--- src/rtl/cpu_pkg.sv ---
// Shared CPU definitions: fetch FSM states, next-PC select codes,
// immediate-extender select codes and the halt opcode.
package cpu_pkg;

    localparam int unsigned XLEN     = 32;
    localparam int unsigned OP_W     = 6;
    localparam int unsigned JIDX_W   = 26;

    // Opcode that stops instruction fetch once retired.
    localparam logic [OP_W-1:0] HALT_OP = 6'b111111;

    typedef enum logic [1:0] {
        ST_IDLE   = 2'b00,
        ST_FETCH  = 2'b01,
        ST_HOLD   = 2'b10,
        ST_HALTED = 2'b11
    } fetch_state_e;

    // Next-PC source select driven by control.
    typedef enum logic [1:0] {
        PC_NEXT   = 2'b00,
        PC_BRANCH = 2'b01,
        PC_JUMP   = 2'b10,
        PC_HOLD   = 2'b11
    } pc_src_e;

    // Immediate extender mode select, kept beside PCSrc for the control unit.
    typedef enum logic [1:0] {
        EXT_ZERO  = 2'b00,
        EXT_SIGN  = 2'b01,
        EXT_UPPER = 2'b10
    } ext_sel_e;

endpackage

--- src/rtl/next_pc_calc.sv ---
// Combinational next-PC generator.
// Ports: pc_in (current PC), ext_imm (extended immediate), jump_idx (IR[25:0]),
//        pc_src (select) -> pc_plus4, next_pc. All arithmetic wraps modulo 2^32.
module next_pc_calc
    import cpu_pkg::*;
(
    input  logic [XLEN-1:0]   pc_in,
    input  logic [XLEN-1:0]   ext_imm,
    input  logic [JIDX_W-1:0] jump_idx,
    input  pc_src_e           pc_src,
    output logic [XLEN-1:0]   pc_plus4,
    output logic [XLEN-1:0]   next_pc
);

    assign pc_plus4 = pc_in + XLEN'(4);

    // Select the next fetch address; every source is word-aligned.
    always_comb begin
        next_pc = pc_plus4;
        case (pc_src)
            PC_NEXT:   next_pc = pc_plus4;
            PC_BRANCH: next_pc = pc_plus4 + (ext_imm << 2);
            PC_JUMP:   next_pc = {pc_plus4[31:28], jump_idx, 2'b00};
            PC_HOLD:   next_pc = pc_in;
            default:   next_pc = pc_plus4;
        endcase
    end

endmodule

--- src/rtl/fetch_pc_unit.sv ---
// Program counter and instruction fetch stage.
// Ports: CLK/Reset (sync, active-high); PCWre/PCSrc from control; ext_imm from the
//        extender; imem_req/imem_addr/imem_ack/imem_rdata instruction-memory port;
//        instr_out/instr_valid instruction register; pc_out, pc_plus4, halted.
module fetch_pc_unit
    import cpu_pkg::*;
#(
    parameter logic [31:0] RESET_PC = 32'h0000_0000,
    parameter logic [5:0]  HALT_OP  = cpu_pkg::HALT_OP
) (
    input  logic        CLK,
    input  logic        Reset,
    input  logic        PCWre,
    input  logic [1:0]  PCSrc,
    input  logic [31:0] ext_imm,
    output logic        imem_req,
    output logic [31:0] imem_addr,
    input  logic        imem_ack,
    input  logic [31:0] imem_rdata,
    output logic [31:0] instr_out,
    output logic        instr_valid,
    output logic [31:0] pc_out,
    output logic [31:0] pc_plus4,
    output logic        halted
);

    fetch_state_e     state_q, state_d;
    logic [XLEN-1:0]  pc_q, pc_d;
    logic [XLEN-1:0]  instr_q, instr_d;
    logic             valid_q, valid_d;
    logic             halted_q, halted_d;
    logic [XLEN-1:0]  next_pc;

    next_pc_calc u_next_pc_calc (
        .pc_in    (pc_q),
        .ext_imm  (ext_imm),
        .jump_idx (instr_q[JIDX_W-1:0]),
        .pc_src   (pc_src_e'(PCSrc)),
        .pc_plus4 (pc_plus4),
        .next_pc  (next_pc)
    );

    // Fetch sequencing: request, capture on ack, wait for consume, advance PC.
    always_comb begin
        state_d  = state_q;
        pc_d     = pc_q;
        instr_d  = instr_q;
        valid_d  = valid_q;
        halted_d = halted_q;
        case (state_q)
            ST_IDLE: state_d = ST_FETCH;
            ST_FETCH: begin
                if (imem_ack) begin
                    instr_d = imem_rdata;
                    valid_d = 1'b1;
                    state_d = ST_HOLD;
                end
            end
            ST_HOLD: begin
                if (PCWre) begin
                    valid_d = 1'b0;
                    // A retired halt freezes the PC at the halt instruction.
                    if (instr_q[31:26] == HALT_OP) begin
                        halted_d = 1'b1;
                        state_d  = ST_HALTED;
                    end else begin
                        pc_d    = next_pc;
                        state_d = ST_FETCH;
                    end
                end
            end
            ST_HALTED: state_d = ST_HALTED;
            default:   state_d = ST_IDLE;
        endcase
    end

    always_ff @(posedge CLK) begin
        if (Reset) begin
            state_q  <= ST_IDLE;
            pc_q     <= {RESET_PC[31:2], 2'b00};
            instr_q  <= '0;
            valid_q  <= 1'b0;
            halted_q <= 1'b0;
        end else begin
            state_q  <= state_d;
            pc_q     <= pc_d;
            instr_q  <= instr_d;
            valid_q  <= valid_d;
            halted_q <= halted_d;
        end
    end

    assign imem_req    = (state_q == ST_FETCH);
    assign imem_addr   = pc_q;
    assign pc_out      = pc_q;
    assign instr_out   = instr_q;
    assign instr_valid = valid_q;
    assign halted      = halted_q;

endmodule

--- config.mk ---
export PLATFORM = sky130hd
export DESIGN_NAME = fetch_pc_unit
export DESIGN_NICKNAME = d
export VERILOG_FILES = /design/src/rtl/cpu_pkg.sv /design/src/rtl/next_pc_calc.sv /design/src/rtl/fetch_pc_unit.sv
export SDC_FILE = /design/constraint.sdc
export NUM_CORES = 1
export LEC_CHECK = 0
export BUFFER_PORTS_ARGS = -buffer_cell sky130_fd_sc_hd__buf_2
export CAP_MARGIN = 30
export CORE_ASPECT_RATIO = 0.8
export CORE_MARGIN = 5
export CORE_UTILIZATION = 45
export CTS_CLUSTER_DIAMETER = 100
export DETAILED_ROUTE_END_ITERATION = 10
export GPL_TIMING_DRIVEN = 0
export PLACE_DENSITY = 0.73
export SYNTH_ARGS = -nofsm -noshare
export SYNTH_HDL_FRONTEND = slang
export SYNTH_HIERARCHICAL = 1
export SYNTH_SLANG_ARGS = --single-unit
--- constraint.sdc ---
create_clock -name CLK -period 7.9 [get_ports CLK]
set_clock_uncertainty 0.2 [all_clocks]
set_input_delay 1.185 -clock CLK [delete_from_list [all_inputs] [get_ports CLK]]
set_output_delay 1.185 -clock CLK [all_outputs]
set_load 0.1 [all_outputs]
==> flow_summary.ini <==
[layout]
finalNetCount = 997
diodes = 0
syn2layout_area_growth_pct = 26.94
drive_above_1_share_pct = 34.11
final_util_pct = 57.91

[timing]
fin_crit_sh_pct = 62.23
setup_ws_ns = 2.984
whs_ns = 0.2671
worst_pin_slew_ns = 0.9291
setup_viol = 0
fmax_mhz = 203.4
post-route-min-period_ns = 4.916
drv_slew = 0
hold_viol_final = 0
rsz0062_at_grt = false
final.setup.tns_ns = 0
timing.slew.headroom_pct = 38.06

[critical_path]
crit_fanout = 9
endpoint_kind = register
worst_ep_required_time_ns = 7.97
cp_slowest_cell = dfxtp_1
cp_data_arrival_time_ns = 4.99
cp_slowest_stage_delay_ns = 0.50
start_kind = register
crit_chain = ha_1, nand4_1, nor2_1, nand3_1, nor2_1, nand3_1, xnor2_1, ha_1, nand2_1, o21ai_2, a21boi_0, o21ai_1, mux2i_1, a21oi_1, o311ai_0, nor3_1, a311oi_1, xnor2_1, nand2b_1, mux2i_1
worstSetupPathType = reg -> reg

[logic_synthesis]
avgSynthCellArea_um2 = 8.522
synth_edf_count = 0
synthTopCellsByArea = dfxtp_1 (23%), mux4_2 (8.1%), ha_1 (7.3%), nand2b_1 (7.2%), mux2i_1 (6.7%)
yosysWarningCount = 6
synth_top_area_share_pct = 23.35
syn_inst = 684
yosysUniqueCellTypes = 66
ys.flop_type = dfxtp_1
ys_seq_elements = 68
ys_async_sr_fraction_pct = 0
synthesis.nets = 789
syn-cell-area_um2 = 5829
yosysTopAreaCell = dfxtp_1
ys_seq_area_share_pct = 23.35

[min_path]
hp-class = reg -> reg

[global_route]
grt_antenna_before_repair = 0
track_usage_pct = 22.51
grt_overflow = 0
grt_first_pass_wirelength_mm = 27.74
grt_max_degree = 13
grt_pass1_vias = 5351

[drt]
drtIter0Drc = 350
route.vias.total = 5631
route.detailed.drc = 0
routedWlPerCell_um = 16.42
vias_per_cell = 5.253
routed_wl_mm = 17.61
drt.antenna.violating_nets = 0
dr.pass1.iters = 5

[clocking]
clk_transition_reported_paths_ns = 0.06
tritoncts = yes
cts_resized = 0
cts_inserted_buffers = 9
cts_hold_buf = 0
clock_sinks = 68
root_buffer = clkbuf_16
post-cts-setup-buffer-count = 0
htreeDepth = 3
clock_path_buffers = 2
clk_latency_ns = 0.34

[place]
pre_cts_ws_ns = 3.080
place.gp.congestion = 0.9420
numPortBuffers = 197
dpl.hpwl_mm = 14.04

[pwr]
ir_drop_mv = 0.1195
p_total_uw = 1110
p_per_area_nw_per_um2 = 150.0
p_leak_uw = 0.003563

[flow_run]
maxCapViolations = 0

[floorplanning]
io_pins = 201
fp.dieW_um = 137.3
row_count = 37
dieArea_um2 = 15340
initial_core_util_pct = 45.62
design.core.area_um2 = 12780
fp.dieH_um = 111.8

[status]
outcome = finished, final reports clean
## metrics by stage
| step | cells | instance area [µm²] |
|---|---|---|
| 2_1_floorplan | 684 | 5829 |
| 3_3_place_gp | 1056 | 7034 |
| 3_5_place_dp | 1056 | 7034 |
| 4_1_cts | 1072 | 7400 |
| 5_1_grt | 1072 | 7400 |
| 6_report | 1072 | 7400 |
## layout by cell type, fill, tap and decap left out, drive strengths merged, types with 4 or more instances in the layout
| cell | netlist | routed |
|---|---|---|
| a211oi | 5 | 5 |
| a21o | 18 | 18 |
| a21oi | 66 | 66 |
| a31oi | 4 | 4 |
| and3 | 10 | 10 |
| buf | 50 | 247 |
| bufinv | 0 | 4 |
| clkbuf | 16 | 26 |
| dfxtp | 68 | 68 |
| ha | 34 | 34 |
| inv | 12 | 12 |
| mux2i | 39 | 39 |
| mux4 | 21 | 21 |
| nand2 | 101 | 101 |
| nand2b | 67 | 67 |
| nand3 | 19 | 19 |
| nand4 | 7 | 7 |
| nor2 | 28 | 28 |
| nor2b | 5 | 5 |
| nor3 | 5 | 5 |
| o21a | 4 | 4 |
| o21ai | 16 | 16 |
| xnor2 | 38 | 38 |
| xor2 | 15 | 15 |
## cells in the mapped netlist (8+ instances only)
| master | count |
|---|---|
| nor2_1 | 27 |
| dfxtp_1 | 68 |
| nand2_1 | 100 |
| clkbuf_1 | 12 |
| ha_1 | 34 |
| mux4_2 | 21 |
| a21oi_1 | 61 |
| nand3_1 | 18 |
| buf_4 | 34 |
| mux2i_1 | 39 |
| xnor2_1 | 38 |
| and3_1 | 8 |
| xor2_1 | 15 |
| nand2b_1 | 67 |
| o21ai_0 | 13 |
| a21o_1 | 15 |
| inv_1 | 12 |
## critical path, delay by kind of cell (launching register included)
family | cells | cell delay (ns)
AOI/OAI and AO/OA | 6 | 1.11
xor gates and xnor gates | 2 | 0.35
and+or+nand+nor | 8 | 1.64
adders and majority gates | 2 | 0.71
DFF | 1 | 0.50
muxes | 2 | 0.34
## final timing paths
kind                                    from            end  slack, ns  depth (start not counted)
worst min register to register  instr_out[4]   instr_out[4]       0.27                          2
worst min-delay path            instr_out[4]   instr_out[4]       0.27                          2
worst max-delay path            imem_addr[2]  imem_addr[31]       2.98                         20
worst max register to register  imem_addr[2]  imem_addr[31]       2.98                         20
## cells by family (layout without fill, tap and decap cells)
logic type | Yosys count | count (layout) | synth area share (%)
compound gates | 133 | 133 | 15.13
xor+xnor | 53 | 53 | 7.963
fa+ha+maj | 35 | 35 | 7.641
buf+inv | 79 | 292 | 8.714
flops | 68 | 68 | 23.35
mux | 60 | 60 | 14.81
simple gates | 256 | 256 | 22.39
## power by group
| part | switching [µW] | internal (µW) |
|---|---|---|
| Clock | 160 | 341 |
| Combinational | 169 | 76.1 |
| Sequential | 10.7 | 353 |
| Total | 340 | 770 |
## final cells by class
cell class	count	area, µm²
Clock buffer	10	229.0
Multi-Input combinational cell	537	3960
Tap cell	175	219.0
Buffer	66	459.2
Fill cell	1198	5378
Sequential cell	68	1361
Inverter	13	48.80
Clock inverter	6	136.4
Timing Repair Buffer	197	985.9
## per-layer routing
metal	global-route usage, %	vias to the layer above	routed length [µm]
met5	0	-	0
met4	5.918	0	322
met2	33.85	254	7637
met1	32.02	2564	7946
li1	-	2786	-
met3	5.781	27	1699
## registers in the layout (all words and copies together), names as in the netlist
name,count
state_q,2
halted,1
imem_addr,32
instr_valid,1
instr_out,32
Power figures use the tool's default switching activity.
